**src/rtl/data_mem_arbiter_if.sv**
```systemverilog
// Bundle of the two requester ports and the memory-manager port of the arbiter.
`timescale 1ns/1ps
interface data_mem_arbiter_if;
    logic        r0_req_i;
    logic [31:0] r0_addr_i;
    logic [31:0] r0_data_i;
    logic        r0_we_i;
    logic        r0_byte_i;
    logic        r0_ack_o;
    logic [31:0] r0_data_o;

    logic        r1_req_i;
    logic [31:0] r1_addr_i;
    logic [31:0] r1_data_i;
    logic        r1_we_i;
    logic        r1_byte_i;
    logic        r1_ack_o;
    logic [31:0] r1_data_o;

    logic [31:0] mem_addr_o;
    logic [31:0] mem_data_o;
    logic        mem_wren_o;
    logic [31:0] mem_q_i;
    logic        busy_o;

    modport slave (
        input  r0_req_i, r0_addr_i, r0_data_i, r0_we_i, r0_byte_i,
        output r0_ack_o, r0_data_o,
        input  r1_req_i, r1_addr_i, r1_data_i, r1_we_i, r1_byte_i,
        output r1_ack_o, r1_data_o,
        output mem_addr_o, mem_data_o, mem_wren_o, busy_o,
        input  mem_q_i
    );

    modport master (
        output r0_req_i, r0_addr_i, r0_data_i, r0_we_i, r0_byte_i,
        input  r0_ack_o, r0_data_o,
        output r1_req_i, r1_addr_i, r1_data_i, r1_we_i, r1_byte_i,
        input  r1_ack_o, r1_data_o,
        input  mem_addr_o, mem_data_o, mem_wren_o, busy_o,
        output mem_q_i
    );
endinterface

```
**src/rtl/data_mem_arbiter.sv**
```systemverilog
// Round-robin two-requester arbiter serialising word/byte accesses to a synchronous
// data memory; byte stores are done as read-modify-write of the containing word.
`timescale 1ns/1ps
module data_mem_arbiter #(
    parameter int RD_LAT = 2
) (
    input  logic             CLK,
    input  logic             RST,
    data_mem_arbiter_if.slave bus
);
    typedef enum logic [2:0] {IDLE, READ, WRITE, MERGE_WR, ACK} state_t;

    localparam logic [2:0] LAST_CNT = 3'(RD_LAT - 1);

    state_t      state, state_nxt;
    logic        gnt, last_grant, sel, any_req, sel_wr;
    logic [31:0] addr_q, data_q, word_q, merged, ack_data;
    logic [31:0] r0_rdata, r1_rdata;
    logic        we_q, byte_q;
    logic [2:0]  cnt;
    logic [7:0]  lane_byte;

    // On a tie the requester that was not served last wins.
    assign any_req = bus.r0_req_i | bus.r1_req_i;
    assign sel     = (bus.r0_req_i & bus.r1_req_i) ? ~last_grant : bus.r1_req_i;
    assign sel_wr  = sel ? (bus.r1_we_i & ~bus.r1_byte_i) : (bus.r0_we_i & ~bus.r0_byte_i);

    always_comb begin
        state_nxt = state;
        case (state)
            IDLE:     if (any_req) state_nxt = sel_wr ? WRITE : READ;
            READ:     if (cnt == LAST_CNT) state_nxt = (we_q & byte_q) ? MERGE_WR : ACK;
            WRITE:    state_nxt = ACK;
            MERGE_WR: state_nxt = ACK;
            ACK:      state_nxt = IDLE;
            default:  state_nxt = IDLE;
        endcase
    end

    always_ff @(posedge CLK or posedge RST) begin
        if (RST) begin
            state      <= IDLE;
            gnt        <= 1'b0;
            last_grant <= 1'b1;
            addr_q     <= '0;
            data_q     <= '0;
            we_q       <= 1'b0;
            byte_q     <= 1'b0;
            cnt        <= '0;
            word_q     <= '0;
            r0_rdata   <= '0;
            r1_rdata   <= '0;
        end else begin
            state <= state_nxt;
            case (state)
                IDLE: if (any_req) begin
                    gnt    <= sel;
                    addr_q <= sel ? bus.r1_addr_i : bus.r0_addr_i;
                    data_q <= sel ? bus.r1_data_i : bus.r0_data_i;
                    we_q   <= sel ? bus.r1_we_i   : bus.r0_we_i;
                    byte_q <= sel ? bus.r1_byte_i : bus.r0_byte_i;
                end
                READ: if (cnt == LAST_CNT) begin
                    cnt    <= '0;
                    word_q <= bus.mem_q_i;
                end else begin
                    cnt <= cnt + 3'd1;
                end
                ACK: begin
                    last_grant <= gnt;
                    if (gnt) r1_rdata <= ack_data;
                    else     r0_rdata <= ack_data;
                end
                default: ;
            endcase
        end
    end

    // Byte-lane insert for the write half of a byte store.
    for (genvar i = 0; i < 4; i++) begin : g_lane
        assign merged[8*i +: 8] = (addr_q[1:0] == 2'(i)) ? data_q[7:0] : word_q[8*i +: 8];
    end

    assign lane_byte = word_q[{addr_q[1:0], 3'b000} +: 8];
    assign ack_data  = we_q ? 32'd0 : (byte_q ? {24'd0, lane_byte} : word_q);

    assign bus.busy_o     = (state != IDLE);
    assign bus.mem_addr_o = (state != IDLE) ? addr_q : 32'd0;
    assign bus.mem_wren_o = (state == WRITE) || (state == MERGE_WR);
    assign bus.mem_data_o = (state == WRITE)    ? data_q :
                            (state == MERGE_WR) ? merged : 32'd0;

    assign bus.r0_ack_o  = (state == ACK) & ~gnt;
    assign bus.r1_ack_o  = (state == ACK) &  gnt;
    assign bus.r0_data_o = bus.r0_ack_o ? ack_data : r0_rdata;
    assign bus.r1_data_o = bus.r1_ack_o ? ack_data : r1_rdata;
endmodule

```
**src/flat_wrapper.sv**
```systemverilog
// flat-port wrapper written by rule: the top's interface ports become plain ports
module data_mem_arbiter_flat 
#(
    parameter int RD_LAT = 2
)
  (CLK, RST, bus_r0_req_i, bus_r0_addr_i, bus_r0_data_i, bus_r0_we_i, bus_r0_byte_i, bus_r0_ack_o, bus_r0_data_o, bus_r1_req_i, bus_r1_addr_i, bus_r1_data_i, bus_r1_we_i, bus_r1_byte_i, bus_r1_ack_o, bus_r1_data_o, bus_mem_addr_o, bus_mem_data_o, bus_mem_wren_o, bus_busy_o, bus_mem_q_i);
  data_mem_arbiter_if bus_i ();
  input  logic CLK;
  input  logic RST;
  input wire logic [$bits(bus_i.r0_req_i)-1:0] bus_r0_req_i;
  input wire logic [$bits(bus_i.r0_addr_i)-1:0] bus_r0_addr_i;
  input wire logic [$bits(bus_i.r0_data_i)-1:0] bus_r0_data_i;
  input wire logic [$bits(bus_i.r0_we_i)-1:0] bus_r0_we_i;
  input wire logic [$bits(bus_i.r0_byte_i)-1:0] bus_r0_byte_i;
  output wire logic [$bits(bus_i.r0_ack_o)-1:0] bus_r0_ack_o;
  output wire logic [$bits(bus_i.r0_data_o)-1:0] bus_r0_data_o;
  input wire logic [$bits(bus_i.r1_req_i)-1:0] bus_r1_req_i;
  input wire logic [$bits(bus_i.r1_addr_i)-1:0] bus_r1_addr_i;
  input wire logic [$bits(bus_i.r1_data_i)-1:0] bus_r1_data_i;
  input wire logic [$bits(bus_i.r1_we_i)-1:0] bus_r1_we_i;
  input wire logic [$bits(bus_i.r1_byte_i)-1:0] bus_r1_byte_i;
  output wire logic [$bits(bus_i.r1_ack_o)-1:0] bus_r1_ack_o;
  output wire logic [$bits(bus_i.r1_data_o)-1:0] bus_r1_data_o;
  output wire logic [$bits(bus_i.mem_addr_o)-1:0] bus_mem_addr_o;
  output wire logic [$bits(bus_i.mem_data_o)-1:0] bus_mem_data_o;
  output wire logic [$bits(bus_i.mem_wren_o)-1:0] bus_mem_wren_o;
  output wire logic [$bits(bus_i.busy_o)-1:0] bus_busy_o;
  input wire logic [$bits(bus_i.mem_q_i)-1:0] bus_mem_q_i;
  assign bus_i.r0_req_i = bus_r0_req_i;
  assign bus_i.r0_addr_i = bus_r0_addr_i;
  assign bus_i.r0_data_i = bus_r0_data_i;
  assign bus_i.r0_we_i = bus_r0_we_i;
  assign bus_i.r0_byte_i = bus_r0_byte_i;
  assign bus_r0_ack_o = bus_i.r0_ack_o;
  assign bus_r0_data_o = bus_i.r0_data_o;
  assign bus_i.r1_req_i = bus_r1_req_i;
  assign bus_i.r1_addr_i = bus_r1_addr_i;
  assign bus_i.r1_data_i = bus_r1_data_i;
  assign bus_i.r1_we_i = bus_r1_we_i;
  assign bus_i.r1_byte_i = bus_r1_byte_i;
  assign bus_r1_ack_o = bus_i.r1_ack_o;
  assign bus_r1_data_o = bus_i.r1_data_o;
  assign bus_mem_addr_o = bus_i.mem_addr_o;
  assign bus_mem_data_o = bus_i.mem_data_o;
  assign bus_mem_wren_o = bus_i.mem_wren_o;
  assign bus_busy_o = bus_i.busy_o;
  assign bus_i.mem_q_i = bus_mem_q_i;
  data_mem_arbiter #(.RD_LAT(RD_LAT)) u_core (.CLK(CLK), .RST(RST), .bus(bus_i));
endmodule
```
**config.mk**
```make
export PLATFORM = sky130hd
export DESIGN_NAME = data_mem_arbiter_flat
export DESIGN_NICKNAME = d
export VERILOG_FILES = /design/src/rtl/data_mem_arbiter_if.sv /design/src/rtl/data_mem_arbiter.sv /design/src/flat_wrapper.sv
export SDC_FILE = /design/constraint.sdc
export NUM_CORES = 1
export LEC_CHECK = 0
export ABC_AREA = 1
export BUFFER_PORTS_ARGS = -buffer_cell sky130_fd_sc_hd__buf_2
export CORE_UTILIZATION = 49
export CTS_BUF_LIST = sky130_fd_sc_hd__clkbuf_4
export DETAILED_ROUTE_END_ITERATION = 10
export GPL_TIMING_DRIVEN = 0
export PLACE_DENSITY = 0.83
export RECOVER_POWER = 25
export SLEW_MARGIN = 20
export SYNTH_ARGS = -nofsm -noshare
export SYNTH_HDL_FRONTEND = slang
export SYNTH_SLANG_ARGS = --single-unit
```
**constraint.sdc**
```tcl
create_clock -name CLK -period 13.9 [get_ports CLK]
set_clock_uncertainty 0.15 [all_clocks]
set_input_delay 3.475 -clock CLK [delete_from_list [all_inputs] [get_ports CLK]]
set_output_delay 3.475 -clock CLK [all_outputs]
set_load 0.01 [all_outputs]
```
# Yosys cells after proc, flatten, opt, wreduce, memory -nomap -nowiden

Index checks and enable logic that the tools add are counted.
W data, S select, Z words.

Input bits: 168
Output and inout port bits: 132
Register bits after elaboration: 170
Word-level logic and storage cells: 67

Bitwise operators: 11
Shift operators: 1
Add/sub/neg operators: 1
Equal/unequal tests: 10
Muxes and demuxes: 23
Reduce and logical (&&, ||, !) cells: 10

Operators with widths:

| operator              | count |
|---|---|
| $mux W32              | 9 |
| $mux W8               | 4 |
| $shiftx A32 B6 Y8     | 1 |
| $mux W3               | 4 |
| $reduce_and A2 Y1     | 5 |
| $pmux W3 S3           | 1 |
| $and A1 B1 Y1         | 6 |
| $eq A3 B1 Y1 const B  | 2 |
| $eq A3 B2 Y1 const B  | 2 |
| $eq A2 B2 Y1 const B  | 2 |
| $mux W1               | 4 |
| $ne A2 B1 Y1 const B  | 2 |
| $not A1 Y1            | 4 |
| $add A3 B1 Y3 const B | 1 |
| $eq A3 B3 Y1 const B  | 1 |
| $logic_not A3 Y1      | 1 |
| $reduce_bool A3 Y1    | 1 |
| $eq A2 B1 Y1 const B  | 1 |
| $logic_not A2 Y1      | 1 |
| $mux W2               | 1 |
| $reduce_or A2 Y1      | 1 |
| $logic_or A1 B1 Y1    | 1 |
| $or A1 B1 Y1          | 1 |

# Depth between registers and ports, before layout

Depth in word-level cells: 6
Depth in mapped cells: 8
Mapped depth without buffers: 7

# Worst setup path before layout

No wires, ideal clock.

Path type: register to output
Start: register u_core.state[0]
End: output bus_r0_data_o[26]
Data required time: 10.275 ns
Buffers on the path: 1
Cell stages (with the launch flop): 7
Data arrival time: 1.428 ns
Setup slack: 8.847 ns
Path through: dfrtp_1 nor2_4 nand2_4 nor2_4 inv_2 clkbuf_1 o21ai_0

Longest elaborated chain between the ends: 3

Ends and longest elaborated chain:

| what                     | line                   | text |
|---|---|---|
| start: declaration       | data_mem_arbiter.sv:15 | `state_t state, state_nxt;` |
| start signal: assignment | data_mem_arbiter.sv:54 | `state <= state_nxt;` |
| $eq A3 B3 Y1             | data_mem_arbiter.sv:93 | `assign bus.r0_ack_o = (state == ACK) & ~gnt;` |
| $and A1 B1 Y1            | data_mem_arbiter.sv:93 |  |
| via bus_r0_ack_o         | flat_wrapper.sv:15     | `output wire logic [$bits(bus_i.r0_ack_o)-1:0] bus_r0_ack_o;` |
| $mux W32                 | data_mem_arbiter.sv:95 | `assign bus.r0_data_o = bus.r0_ack_o ? ack_data : r0_rdata;` |
| end: declaration         | flat_wrapper.sv:16     | `output wire logic [$bits(bus_i.r0_data_o)-1:0] bus_r0_data_o;` |

The timed path passes the listed nets, and every way through them passes these cells.

# Final worst setup path

Start: register u_core.state[1]
End: output bus_r0_data_o[15]

Longest elaborated chain between the ends: 3

Ends and longest elaborated chain:

| what          | line |
|---|---|
| $eq A3 B3 Y1  | data_mem_arbiter.sv:93 |
| $and A1 B1 Y1 | data_mem_arbiter.sv:93 |
| $mux W32      | data_mem_arbiter.sv:95 |

Every way passes these cells.

==> impl_metrics.ini <==
[critical_path]
worstReg2RegStart = u_core.state[1]
reg2regPathDepth = 8
start_kind = flip-flop
reg2reg_slack_ns = 11.11
cp_max_fo = 10
critPathRequiredTime_ns = 10.27
cp.arrival_ns = 3.26
reg2reg_to = u_core.r0_rdata[15]
crit_path_end = bus_r0_data_o[15]
critPathKind = reg -> out
cp-end-kind = primary output
crit_start = u_core.state[1]

[global_route]
antenna_found_initial = 8
grt_pass1_wl_um = 42900
grt_util_met1_pct = 40.2
busiest_layer = met2
use_met3_pct = 7.21
overflow = 0
grt_pass1_vias = 8079
met2_usage_pct = 52.7
grt_max_degree = 97
grt_util_all_layers_pct = 32.4

[finish]
area_delta_synth_final_pct = 24.9
fin_cells = 1557
stdcell_area_mm2 = 0.0102
final_cell_mix = 317 x buf_2, 177 x nand2_1, 169 x dfrtp_1
final_common_cell = buf_2
drive_above_1_share_pct = 27.5
final_nets = 1491

[placed_design]
portBuffers = 299
dp_cells = 1520
dp.final_hpwl_um = 21500
placed_area_mm2 = 0.00997
globalplace.congestion = 0.933
dpl_worst_slack_ns = 8.49

[run]
max_cap_viol_count = 1

[route]
drt_iter0_drc = 529
routedWlPerCell_um = 17.5
drtPass1Iterations = 5
drc = 0
vias_per_cell = 5.35
drt_wl_total_um = 27200
vias = 8330
ant_nets = 0

[sta]
post-route-period-util_pct = 49.5
hold_viol_final = 0
worst_pin_slew_ns = 4.23
layout_setup_ws_ns = 7.01
slew_headroom_pct = -183
slew_violations = 96
rsz0062_at_grt = false
setup_viol_count_final = 0
max_freq_mhz = 145
period_needed_ns = 6.89
fin_tns_setup_ns = 0

[power_and_ir_drop]
powerDensity_mw_per_mm2 = 233
leakagePower_nw = 5.47
ir_worst_vdd_uv = 148
total_power_w = 0.00237

[synth]
synth_top_area_share_pct = 51.8
syn_inst = 1004
synth_area_per_cell_um2 = 8.14
synthTopCellsByArea = dfrtp_1 52%, nand2_1 8.1%, o21ai_0 7.4%
seq_area_frac_synth_pct = 52.1
ys_types = 30
synth_area_mm2 = 0.00817
synthesis.nets = 1172
synth-async-reset-ratio_pct = 100
synth_edf_count = 0
ys_warn_count = 0
ys_ff_latch = 170
synth_ff_type = dfrtp_1
synth_top_cell_by_area = dfrtp_1

[outcome]
violations = capacitance limit, slew limit
outcome = finished with violations

[floorplanning]
start_util_pct = 50.9
die_area_mm2 = 0.0172
fp.dieW_um = 131
die_height_um = 131
fp-row-count = 46
core-area_mm2 = 0.0161
io_pins = 300

[clock_network]
clockRootBuffer = clkbuf_4
cts_hold_buf = 0
cts_buffer_depth = 2
cts_num_sinks = 170
cts_resized = 0
clkTransAtPathRegs_ns = 0.13
numCtsBuffers = 17
clk_latency_ns = 0.58
cts_tree = built
post-cts-setup-buffers = 0
cts-htree-levels = 4

[hold_path]
min_path_type = reg -> reg
==> power breakdown <==
group / internal, W / switching, W
clock network: 0.000142 / 0.000174
logic: 0.000415 / 0.000791
registers: 0.000724 / 0.000128
total: 0.00128 / 0.00109
==> Yosys cell counts (9+ instances only) <==
master,count
a21oi_1,33
inv_1,106
clkbuf_1,22
o21ai_1,14
nand2_1,177
o211ai_1,16
o22ai_1,79
o21ai_0,121
buf_6,9
nand3_1,58
buf_2,32
nor2_1,137
dfrtp_1,169
==> critical path, stage by stage, from the launching register on <==
cell,delay [ns]
dfrtp_1,0.43
nor2_1,0.38
nand2_4,0.07
nor2_1,0.53
clkinv_1,0.20
clkbuf_1,0.29
clkbuf_1,0.33
nand2_1,0.14
o21ai_0,0.14
buf_2,0.17
==> worst min path at each step <==
| stage | from | end | slack (ns) | depth (start not counted) |
|---|---|---|---|---|
| 2_1_floorplan | u_core.last_grant | u_core.last_grant | 0.29 | 2 |
| 3_3_place_gp | u_core.r0_rdata[9] | u_core.r0_rdata[9] | 0.30 | 2 |
| 3_5_place_dp | u_core.r0_rdata[14] | u_core.r0_rdata[14] | 0.31 | 2 |
| 4_1_cts | u_core.r0_rdata[14] | u_core.r0_rdata[14] | 0.34 | 2 |
| 5_1_grt | u_core.r1_rdata[1] | u_core.r1_rdata[1] | 0.37 | 2 |
| 6_report | u_core.r1_rdata[7] | u_core.r1_rdata[7] | 0.33 | 2 |
==> per-layer routing <==
layer	up-vias	part of all wire, %
li1	3964	-
met1	3894	40
met2	383	48
met3	89	6.5
met4	0	5.2
met5	-	0
==> per-stage QoR <==
stage / utilization, % / hold slack (ns)
finish: 63.6 / 0.335
floorplan: - / 0.292
CTS: 64.0 / 0.336
global route: 63.6 / 0.367
global placement: 61.9 / 0.301
detailed placement: 62.1 / 0.306
==> logic make-up after synthesis <==
| family | after synthesis | share of synthesized area, % |
|---|---|---|
| flip-flops | 170 | 52.1 |
| AND/OR/NAND/NOR | 384 | 19.5 |
| XOR/XNOR | 2 | 0.214 |
| buffers and inverters | 177 | 9.53 |
| AO/OA/AOI/OAI | 271 | 18.7 |
==> registers in the layout, summed over array words and instances (netlist names) <==
| register | cells |
|---|---|
| u_core.r1_rdata | 32 |
| u_core.r0_rdata | 32 |
| u_core.word_q | 32 |
| u_core.addr_q | 32 |
| u_core.byte_q | 1 |
| u_core.last_grant | 1 |
| u_core.state | 3 |
| u_core.data_q | 32 |
| u_core.cnt | 3 |
| u_core.gnt | 1 |
| u_core.we_q | 1 |
==> final cells by class <==
cell class              count  area (um^2)
diodes                      7         17.5
well taps                 216          270
inverters                 112          423
fillers                  1443         5850
flip-flops and latches    170         4260
plain buffers              65          320
multi-input cells         657         3100
clock inverters            12          175
clock buffers              18          135
repair buffers            300         1510
Power figures use the tool's default switching activity.
